===== src/rtl/deser_align.sv =====
// ============================================================================
// Module      : deser_align
// Description : Serial-to-parallel receiver with K28.5 comma word alignment
//               and lock qualification. Optional build macro
//               DESER_ALIGN_TMR_EN triplicates state, phase and lock_cnt.
// Revision    : 1.0 - initial release
// ============================================================================
`default_nettype none

module deser_align #(
  parameter int LOCK_COMMAS = 4
) (
  input  logic       clk,
  input  logic       rst,
  input  logic       in,
  output logic [9:0] data_out,
  output logic       data_valid,
  output logic       is_comma,
  output logic       locked,
  output logic       realign
);

  typedef enum logic [1:0] {
    HUNT   = 2'd0,
    CHECK  = 2'd1,
    LOCKED = 2'd2
  } state_t;

  localparam logic [9:0] c_K285_NEG = 10'h0FA;
  localparam logic [9:0] c_K285_POS = 10'h305;
  localparam logic [3:0] c_LOCK_CNT = 4'(LOCK_COMMAS);
  localparam state_t     c_ACQ_STATE = (LOCK_COMMAS == 1) ? LOCKED : CHECK;

  logic [9:0] r_sr;
  state_t     w_state;
  state_t     w_state_nxt;
  logic [3:0] w_phase;
  logic [3:0] w_phase_nxt;
  logic [3:0] w_lock_cnt;
  logic [3:0] w_lock_cnt_nxt;
  logic       w_comma;
  logic       w_boundary;
  logic       w_realign_nxt;

  assign w_comma    = (r_sr == c_K285_NEG) || (r_sr == c_K285_POS);
  assign w_boundary = (w_phase == 4'd0);

  always_comb begin
    w_state_nxt    = w_state;
    w_phase_nxt    = (w_phase == 4'd9) ? 4'd0 : w_phase + 4'd1;
    w_lock_cnt_nxt = w_lock_cnt;
    w_realign_nxt  = 1'b0;
    case (w_state)
      HUNT: begin
        if (w_comma) begin
          w_phase_nxt    = 4'd1;
          w_lock_cnt_nxt = 4'd1;
          w_realign_nxt  = 1'b1;
          w_state_nxt    = c_ACQ_STATE;
        end
      end
      CHECK, LOCKED: begin
        // A comma off the current boundary restarts acquisition on the new alignment
        if (w_comma && !w_boundary) begin
          w_phase_nxt    = 4'd1;
          w_lock_cnt_nxt = 4'd1;
          w_realign_nxt  = 1'b1;
          w_state_nxt    = c_ACQ_STATE;
        end else if ((w_state == CHECK) && w_boundary && w_comma) begin
          if (w_lock_cnt >= c_LOCK_CNT - 4'd1) begin
            w_lock_cnt_nxt = c_LOCK_CNT;
            w_state_nxt    = LOCKED;
          end else begin
            w_lock_cnt_nxt = w_lock_cnt + 4'd1;
          end
        end
      end
      default: w_state_nxt = HUNT;
    endcase
  end

`ifdef DESER_ALIGN_TMR_EN
  logic [1:0] r_state_a, r_state_b, r_state_c;
  logic [3:0] r_phase_a, r_phase_b, r_phase_c;
  logic [3:0] r_lock_cnt_a, r_lock_cnt_b, r_lock_cnt_c;

  always_ff @(posedge clk) begin
    if (rst) begin
      r_state_a    <= HUNT;
      r_state_b    <= HUNT;
      r_state_c    <= HUNT;
      r_phase_a    <= 4'd0;
      r_phase_b    <= 4'd0;
      r_phase_c    <= 4'd0;
      r_lock_cnt_a <= 4'd0;
      r_lock_cnt_b <= 4'd0;
      r_lock_cnt_c <= 4'd0;
    end else begin
      r_state_a    <= w_state_nxt;
      r_state_b    <= w_state_nxt;
      r_state_c    <= w_state_nxt;
      r_phase_a    <= w_phase_nxt;
      r_phase_b    <= w_phase_nxt;
      r_phase_c    <= w_phase_nxt;
      r_lock_cnt_a <= w_lock_cnt_nxt;
      r_lock_cnt_b <= w_lock_cnt_nxt;
      r_lock_cnt_c <= w_lock_cnt_nxt;
    end
  end

  assign w_state    = state_t'((r_state_a & r_state_b) | (r_state_b & r_state_c) |
                               (r_state_a & r_state_c));
  assign w_phase    = (r_phase_a & r_phase_b) | (r_phase_b & r_phase_c) |
                      (r_phase_a & r_phase_c);
  assign w_lock_cnt = (r_lock_cnt_a & r_lock_cnt_b) | (r_lock_cnt_b & r_lock_cnt_c) |
                      (r_lock_cnt_a & r_lock_cnt_c);
`else
  state_t     r_state;
  logic [3:0] r_phase;
  logic [3:0] r_lock_cnt;

  always_ff @(posedge clk) begin
    if (rst) begin
      r_state    <= HUNT;
      r_phase    <= 4'd0;
      r_lock_cnt <= 4'd0;
    end else begin
      r_state    <= w_state_nxt;
      r_phase    <= w_phase_nxt;
      r_lock_cnt <= w_lock_cnt_nxt;
    end
  end

  assign w_state    = r_state;
  assign w_phase    = r_phase;
  assign w_lock_cnt = r_lock_cnt;
`endif

  always_ff @(posedge clk) begin
    if (rst) begin
      r_sr       <= 10'd0;
      data_out   <= 10'd0;
      data_valid <= 1'b0;
      is_comma   <= 1'b0;
      locked     <= 1'b0;
      realign    <= 1'b0;
    end else begin
      r_sr       <= {r_sr[8:0], in};
      realign    <= w_realign_nxt;
      locked     <= (w_state_nxt == LOCKED);
      data_valid <= 1'b0;
      if ((w_state == LOCKED) && w_boundary) begin
        data_out   <= r_sr;
        is_comma   <= w_comma;
        data_valid <= 1'b1;
      end
    end
  end

endmodule

`default_nettype wire


===== config.mk =====
export PLATFORM = sky130hd
export DESIGN_NAME = deser_align
export DESIGN_NICKNAME = d
export VERILOG_FILES = /design/src/rtl/deser_align.sv
export SDC_FILE = /design/constraint.sdc
export NUM_CORES = 1
export LEC_CHECK = 0
export BUFFER_PORTS_ARGS = -buffer_cell sky130_fd_sc_hd__buf_2
export CAP_MARGIN = 20
export CORE_MARGIN = 3
export CORE_UTILIZATION = 33
export CTS_BUF_LIST = sky130_fd_sc_hd__clkbuf_4 sky130_fd_sc_hd__clkbuf_8 sky130_fd_sc_hd__clkbuf_16
export CTS_CLUSTER_SIZE = 30
export DETAILED_ROUTE_END_ITERATION = 7
export GPL_TIMING_DRIVEN = 0
export SKIP_CTS_REPAIR_TIMING = 1
export SYNTH_ARGS = -nofsm -noshare
export SYNTH_HDL_FRONTEND = slang
export SYNTH_SLANG_ARGS = --single-unit

===== constraint.sdc =====
create_clock -name clk -period 2 [get_ports clk]
set_input_delay 0 -clock clk [delete_from_list [all_inputs] [get_ports clk]]
set_output_delay 0 -clock clk [all_outputs]
set_load 0.005 [all_outputs]

==> run summary, run 1 <==
Of the total power, combinational logic draws 3.8%. Row generation in the floorplan step produced 22 rows. The congestion estimate from routability-driven global placement came to 0.893. The global routing stage identified its most utilized layer as met2.

Global routing used 14.6% of the available met1 tracks. Detailed-routing iteration count for the pre-antenna-repair pass: 4. The routed layout has 1111 vias.

The cell chosen for the clock root was sky130_fd_sc_hd__clkbuf_8. For the number of I/O pins, the log shows 17. Timing would allow up to 0.582 GHz. For the DRC violation total after the first TritonRoute iteration, the log shows 43. Of the total power, the share spent switching nets is 22.4%.

Per report_power, the clock group accounts for 38.7% of the total. Dividing total power by cell area gives a power density of 755 mW/mm². The run gives 0 as the antenna violation net count after detailed routing. The cell class contributing the biggest share of worst-path delay is simple AND/OR/NAND/NOR gates. The run gives 0.00519 ns as the clock skew after layout. TritonCTS built the clock tree. For this run, the total global-route usage over all layers was measured as 12.1%.

After detailed routing, the number of vias per cell comes to 4.98. The die area is 0.00497 mm². The tools report the detailed placer's ending HPWL as 2.09 mm.

Synthesis produced a netlist with a net count of 159. The number of global-route vias before repair was 1091; the signed area change from the synthesized netlist to the final layout was 16.7%. The synthesized design contains 0 enable-type register cells. The run gives 5 as the number of clock buffers inserted by TritonCTS.

The count of endpoints failing setup in the final report was 0. The combined buffer and inverter count along the critical path works out to 0. The worst setup path is launched from a flip-flop.

The run finished with clean final reports. The peak fanout along the critical path is 7, and the DRC violation count after routing is 0. After synthesis, the mean cell area works out to 9.10 µm². The pin slew with the least headroom to its limit is 0.492 ns, and the detailed-route wire length per cell is 12.4 µm.

For the clock latency on the worst-skew pair, the log shows 0.28 ns. Among all stages on the critical path, the largest delay is contributed by sky130_fd_sc_hd__nor4_2. The net count of the finished layout is 183. Summing all placed instances gives a cell area of 0.00151 mm². On the worst path, the slowest cell contributes a delay of 0.52 ns. STA puts the critical path data required time at 2.21 ns. Wires add up to 2.78 mm. Of the cells placed in the final design, the portion with a size suffix greater than 1 is 16.0%. The logs give 49.5% for the sequential area share after synthesis and 66.9% for the headroom to the max-slew limit. The number of antenna violations at the first check in global routing is 0. The register share of total power was 57.5%; the port buffer count was 16.

The clock drives 34 sinks. The worst hold path belongs to the class input port to flip-flop. In the synthesized netlist the dominant register cell turns out to be sky130_fd_sc_hd__dfxtp_1. In the synthesized netlist the async set-or-reset flop fraction comes to 0%. In this run the deepest clock path goes through 2 buffers. The tools report the number of slew-limit violations in the final report as 0.

For the antenna diode count, the log shows 0. The die outline width works out to 70.5 µm. The analysis attributes to net switching a power of 0.271 mW. For the finished layout, the period the worst path requires is 1.72 ns. The region available for standard cell placement spans 0.00383 mm². Data on the critical path arrives at its endpoint at 1.93 ns.

VDD sags by at most 0.381 mV. The signal on the critical path passes through nor4_2, nand3_1, a211oi_1, a31oi_1, a211oi_2. Type of the setup path with the least slack: flip-flop to flip-flop.

The number of register bits inferred by synthesis was 34; the hold violation count in the final report was 0. After routing, the total negative slack on setup checks comes to 0 ns. The tools report the kind of end point of the critical path as a flip-flop. Max-capacitance violation count: 0. The logs give 11 for the maximum number of pins on one net before global-route repair and 37 for the number of library cell types mapped by synthesis.

The first global-routing pass estimated 4.75 mm of wire. The ratio of final minimum period to clock period is 86.0%. For this run, global-route usage on met2 was measured as 18.5%.

For this run, global-route usage on met3 was measured as 4.32%. The tools report the internal cell power as 0.939 mW. After clock tree synthesis, the clock-pin slew on the worst setup and hold paths is 0.07 ns.

Yosys printed 0 warnings. The cell count after synthesis is 151. The initial utilization of the core area, before any placement, comes to 35.9%. The total number of H-tree levels was 2. Global routing finished with a remaining overflow of 0. The final design area excluding fillers was 0.00160 mm². The analysis attributes to cell leakage a power of 0.643 nW. Measured along the y axis, the die boundary spans 70.5 µm. Setup repair after global routing left no endpoint under its margin. Summing every instance area after synthesis gives 0.00137 mm².
-- metal layers --
metal | wire [µm] | up-vias
met5 | 0 | -
met2 | 1290 | 25
li1 | - | 569
met4 | 63 | 0
met3 | 143 | 7
met1 | 1280 | 510
-- state kept, by name, summed over array words and instances, names as in the netlist --
register and cells:
locked 1, realign 1, r_lock_cnt 4, r_state 2, is_comma 1, r_sr 10, data_valid 1, data_out 10
r_phase 4
-- worst min-delay path, stage by stage --
cell,delay (ns)
sky130_fd_sc_hd__buf_2,0.08
sky130_fd_sc_hd__or2_2,0.13
sky130_fd_sc_hd__a211oi_2,0.05
-- worst paths after layout --
check,startpoint,end,slack [ns],depth (start not counted)
setup / recovery,r_phase[0]$_SDFF_PP0_,locked$_SDFF_PP0_,0.28,5
hold / removal,rst,locked$_SDFF_PP0_,0.02,3
hold reg to reg,data_out[6]$_SDFFE_PP0P_,data_out[6]$_SDFFE_PP0P_,0.46,2
setup reg to reg,r_phase[0]$_SDFF_PP0_,locked$_SDFF_PP0_,0.28,5
-- layout make-up --
cell class                 count  area [µm²]
fill                         391        2220
inverter                       6        22.5
tap                           48        60.1
clock inverter                 2        10.0
buffer                         5        20.0
sequential                    34         681
multi-input combinational    106         651
timing repair buffer          17        90.1
clock buffer                   5        68.8
-- cell usage in the layout (no fill, tap or decap), types with 2 or more instances in the layout --
| cell type | count |
|---|---|
| sky130_fd_sc_hd__and3b_1 | 2 |
| sky130_fd_sc_hd__nor3_1 | 2 |
| sky130_fd_sc_hd__o21ai_0 | 3 |
| sky130_fd_sc_hd__a21oi_1 | 13 |
| sky130_fd_sc_hd__a221oi_1 | 2 |
| sky130_fd_sc_hd__o21ai_1 | 2 |
| sky130_fd_sc_hd__dfxtp_1 | 34 |
| sky130_fd_sc_hd__inv_1 | 6 |
| sky130_fd_sc_hd__and4b_1 | 2 |
| sky130_fd_sc_hd__nor2b_1 | 13 |
| sky130_fd_sc_hd__nand2_1 | 26 |
| sky130_fd_sc_hd__a311oi_1 | 2 |
| sky130_fd_sc_hd__nor2_1 | 10 |
| sky130_fd_sc_hd__ha_1 | 5 |
| sky130_fd_sc_hd__a211oi_1 | 2 |
| sky130_fd_sc_hd__nand3_1 | 2 |
| sky130_fd_sc_hd__and2_1 | 2 |
| sky130_fd_sc_hd__a31oi_1 | 2 |
| sky130_fd_sc_hd__clkbuf_8 | 5 |
| sky130_fd_sc_hd__clkinv_2 | 2 |
| sky130_fd_sc_hd__clkbuf_1 | 3 |
| sky130_fd_sc_hd__buf_2 | 17 |
-- Yosys cell counts (3+ instances only) --
| cell | n | area share (%) |
|---|---|---|
| sky130_fd_sc_hd__nand2_1 | 26 | 7.1 |
| sky130_fd_sc_hd__ha_1 | 5 | 4.6 |
| sky130_fd_sc_hd__o21ai_0 | 3 | 1.1 |
| sky130_fd_sc_hd__inv_1 | 6 | 1.6 |
| sky130_fd_sc_hd__nor2b_1 | 13 | 5.9 |
| sky130_fd_sc_hd__a21oi_1 | 13 | 4.7 |
| sky130_fd_sc_hd__clkbuf_1 | 3 | 0.82 |
| sky130_fd_sc_hd__dfxtp_1 | 34 | 50 |
| sky130_fd_sc_hd__nor2_1 | 10 | 2.7 |
-- stage by stage --
step | utilization [%] | setup WS [ns] | std cells | power, mW | hold WS (ns)
2_1_floorplan | - | 0.547 | 151 | 0.743 | 0.128
3_3_place_gp | 39.6 | 0.368 | 215 | 0.753 | 0.211
3_5_place_dp | 39.6 | 0.332 | 215 | 0.756 | 0.213
4_1_cts | 41.6 | 0.307 | 222 | 1.23 | -0.0870
5_1_grt | 41.9 | 0.135 | 223 | 1.26 | 0.0397
6_report | 41.9 | 0.281 | 223 | 1.21 | 0.0246
-- power groups by stage --
stage | Sequential (mW) | Combinational (mW) | Clock (mW)
2_1_floorplan | 0.709 | 0.0339 | 0
3_3_place_gp | 0.710 | 0.0426 | 0
3_5_place_dp | 0.711 | 0.0449 | 0
4_1_cts | 0.696 | 0.0451 | 0.485
5_1_grt | 0.697 | 0.0518 | 0.512
6_report | 0.696 | 0.0457 | 0.469
-- cell families (layout without fill, tap and decap cells) --
logic type               Yosys count  count (layout)  share of synthesized area (%)
AND/OR/NAND/NOR                   68              68                           27.0
flip-flops                        34              34                           49.5
AO/OA/AOI/OAI                     31              31                           14.5
buffers and inverters             11              35                           3.10
adder cells (fa/ha/maj)            5               5                           4.55
XOR/XNOR                           1               1                          0.638
multiplexers                       1               1                          0.729
Power figures use the tool's default switching activity.
==> inputs of run 2 (changes only) <==
==> constraint.sdc (replaced) <==
create_clock -name clk -period 2 [get_ports clk]
set_input_delay 0.1 -clock clk [delete_from_list [all_inputs] [get_ports clk]]
set_output_delay 0.1 -clock clk [all_outputs]
set_load 0.01 [all_outputs]
==> run 2 against run 1 <==
Register-to-register slack is essentially flat. Combinational power shrank 3%. Power shrank 0.12%. Worst setup slack is the same. Critical path type unchanged. Critical endpoint unchanged.
==> run summary, run 2 (synthesized netlist as in run 1, its figures left out) <==
The run finished with clean final reports. For the total wire length, the log shows 2.77 mm (-0.18%). The delay of the slowest cell on the worst path is 0.52 ns (about the same), and the detailed placer's ending HPWL is 2.09 mm (unchanged).

The starting density of the core is 35.9% (unchanged), and the post-layout minimum cycle time is 1.72 ns (unchanged). The tools report the number of global-route vias before repair as 1091 (unchanged). The proportion of power drawn by the clock network is 38.8% (about the same). STA classifies the critical path endpoint as a flip-flop.

The run gives 11 (unchanged) as the maximum number of pins on one net before global-route repair. The final core utilization was 41.6% (-0.26 points); the hold violation count in the final report was 0 (unchanged). The internal cell power is 0.938 mW (-0.13%), and the static leakage is 0.639 nW (-0.65%).

The logs give 0.00151 mm² (unchanged) for the placement-stage cell area and 0.281 ns (unchanged) for the least setup slack across all paths after layout. The number of vias in the routed layout is 1105 (-0.54%), and the combined buffer and inverter count along the critical path is 0 (unchanged). For the detailed-routing iteration count for the pre-antenna-repair pass, the log shows 4 (unchanged).

Signed area change from the synthesized netlist to the final layout: 15.9%. Leaving out fill and tap cells, the most frequent cell in the layout is sky130_fd_sc_hd__dfxtp_1. Die outline width: 70.5 µm (unchanged). The origin of the critical flop-to-flop path is r_phase[0]$_SDFF_PP0_.

The number of vias per cell after detailed routing came out at 4.98 (about the same). The number of nets at the end of the flow is 182 (-0.55%), and the number of I/O pins is 17 (unchanged). Peak fanout along the critical path: 7 (unchanged).

The hold path depth works out to 2 (-1). STA classifies the critical path startpoint as a flip-flop. The logs give 22 (unchanged) for the floorplan row count and 0.271 mW (about the same) for the net switching power of the design.

CTS clock-pin slew for the worst setup and hold paths: 0.07 ns (about the same). The logs give 0 (unchanged) for the count of endpoints failing setup in the final report and 0.582 GHz (unchanged) for the timing-limited maximum frequency. In the layout the commonest cells are sky130_fd_sc_hd__dfxtp_1 (34), sky130_fd_sc_hd__nand2_1 (26), sky130_fd_sc_hd__buf_2 (17). The tools report the arrival time at the worst endpoint as 1.93 ns (about the same). The power after layout is 1.21 mW (-0.12%), and the DRC violation count after routing is 0 (unchanged). The tools report the weighted congestion at the end of routability-driven global placement as 0.893 (unchanged). The final design area excluding fillers is 0.00159 mm² (-0.62%), and the antenna violation net count after detailed routing is 0 (unchanged). The total number of H-tree levels was 2 (unchanged); the multi-input combinational cell area was 651 µm² (unchanged). The proportion of total power due to net switching came out at 22.4% (about the same). The largest registers in the layout are data_out x10, r_sr x10. The logs give 66.9% (unchanged) for the headroom to the max-slew limit and 0.28 ns (about the same) for the clock latency on the worst-skew pair.

For the area taken by flip-flops and latches, the log shows 681 µm² (unchanged). Post-route non-filler standard cell count: 222 (-0.45%). The number of clock buffers inserted by TritonCTS was 5 (unchanged). The tools report the worst hold path startpoint as in. For the fraction of met1 tracks used by global routing, the log shows 14.6% (unchanged). The die area was 0.00497 mm² (unchanged); the number of antenna violations at the first check in global routing was 0 (unchanged). The clock skew after layout was 0.00519 ns (unchanged); the global routing usage on met2 was 18.5% (unchanged).

The cell class contributing the biggest share of worst-path delay is simple AND/OR/NAND/NOR gates. The port buffer count was 16 (unchanged). The met3 capacity usage during global routing was 4.32% (unchanged). The global routing stage identified its most utilized layer as met2.

The total global routing overflow is 0 (unchanged), and the core footprint is 0.00383 mm² (unchanged). TritonCTS built the clock tree. TritonCTS sink count: 34 (unchanged). The tightest min-delay check is of the input port to flip-flop type.

For the global-route total usage across every layer, the log shows 12.1% (unchanged). Setup repair after global routing left no endpoint under its margin. The DRC violation total after the first TritonRoute iteration is 38 (-12%). The number of slew-limit violations in the final report was 0 (unchanged); the worst setup slack for register-to-register paths was 0.28 ns (about the same). The detailed-route wire length per cell came out at 12.5 µm (+0.27%).

Wire length of the first global-routing pass: 4.75 mm (unchanged). The antenna diode count was 0 (unchanged); the largest voltage drop on the vdd net was 0.381 mV (about the same). The run gives 215 (unchanged) as the number of instances in the placed design. The count of fill cells added during filler insertion is 394 (+0.77%). The critical path goes through nor4_2, nand3_1, a211oi_1, a31oi_1, a211oi_2. The ratio of final minimum period to clock period is 86.0% (unchanged). The critical path is of the flip-flop to flip-flop type. The pin slew with the least headroom to its limit is 0.492 ns (unchanged).

The power density relative to cell area came out at 759 mW/mm² (+0.50%). The final setup TNS was 0 ns (unchanged). The critical path depth in cells is 5 (unchanged). The register share of total power is 57.6% (about the same), and the length in cells of the worst reg-to-reg path is 5 (unchanged). For the required time of the critical path, the log shows 2.21 ns (about the same). The height of the die came out at 70.5 µm (unchanged). The run gives 2 (unchanged) as the maximum clock path buffer count. The logs give 3.7% (about the same) for the part of the total power dissipated in combinational logic and 0.0205 ns (-0.00416 ns) for the worst hold margin.

Library cell contributing the largest single delay on the critical path: sky130_fd_sc_hd__nor4_2. The pre-CTS setup slack was 0.332 ns (unchanged). For the max-capacitance violation count, the log shows 0 (unchanged).

The cell sitting at the root of the clock tree is a sky130_fd_sc_hd__clkbuf_8. The share of cells above drive strength 1 works out to 16.1% (+0.092 points). The worst register-to-register path ends at locked$_SDFF_PP0_.

For hold timing, the worst endpoint is r_sr[0]$_SDFF_PP0_.
[run 2: changes by cell type in the layout (fill, tap and decap cells not counted), sizes merged]
| cell | before | now |
|---|---|---|
| dlygate4sd3 | 1 | 0 |
[run 2: how the worst max path moves through the flow]
stage / from / endpoint / slack, ns
final: r_phase[0]$_SDFF_PP0_ / locked$_SDFF_PP0_ / 0.28
after global routing: r_phase[0]$_SDFF_PP0_ / locked$_SDFF_PP0_ / 0.14
after CTS: r_phase[0]$_SDFF_PP0_ / locked$_SDFF_PP0_ / 0.31
after detailed placement: r_phase[0]$_SDFF_PP0_ / locked$_SDFF_PP0_ / 0.33
after global placement: r_phase[0]$_SDFF_PP0_ / locked$_SDFF_PP0_ / 0.37
after floorplan: r_phase[0]$_SDFF_PP0_ / r_phase[3]$_SDFF_PP0_ / 0.55
[run 2: layer usage]
| metal | share of wire (%) | up-vias |
|---|---|---|
| li1 | - | 567 |
| met1 | 46 | 506 |
| met2 | 46 | 25 |
| met3 | 5.2 | 7 |
| met4 | 2.3 | 0 |
| met5 | 0 | - |
[run 2: final cells by class]
type / count / share of cell area (%)
Clock buffer: 5 / 4.32
Tap cell: 48 / 3.77
Sequential cell: 34 / 42.7
Buffer: 5 / 1.26
Inverter: 6 / 1.41
Multi-Input combinational cell: 106 / 40.8
Timing Repair Buffer: 16 / 5.03
Clock inverter: 2 / 0.628
[run 2: power by group through the flow]
stage	clock network [mW]	logic [mW]	registers, mW
2_1_floorplan	0	0.0339	0.709
3_3_place_gp	0	0.0426	0.710
3_5_place_dp	0	0.0449	0.711
4_1_cts	0.485	0.0451	0.696
5_1_grt	0.512	0.0502	0.697
6_report	0.469	0.0442	0.696
[run 2: worst register-to-register path, stage by stage (launching register included)]
cell and delay [ns]:
sky130_fd_sc_hd__dfxtp_1 0.38, sky130_fd_sc_hd__nor4_2 0.52, sky130_fd_sc_hd__nand3_1 0.17, sky130_fd_sc_hd__a211oi_1 0.30, sky130_fd_sc_hd__a31oi_1 0.12, sky130_fd_sc_hd__a211oi_2 0.15
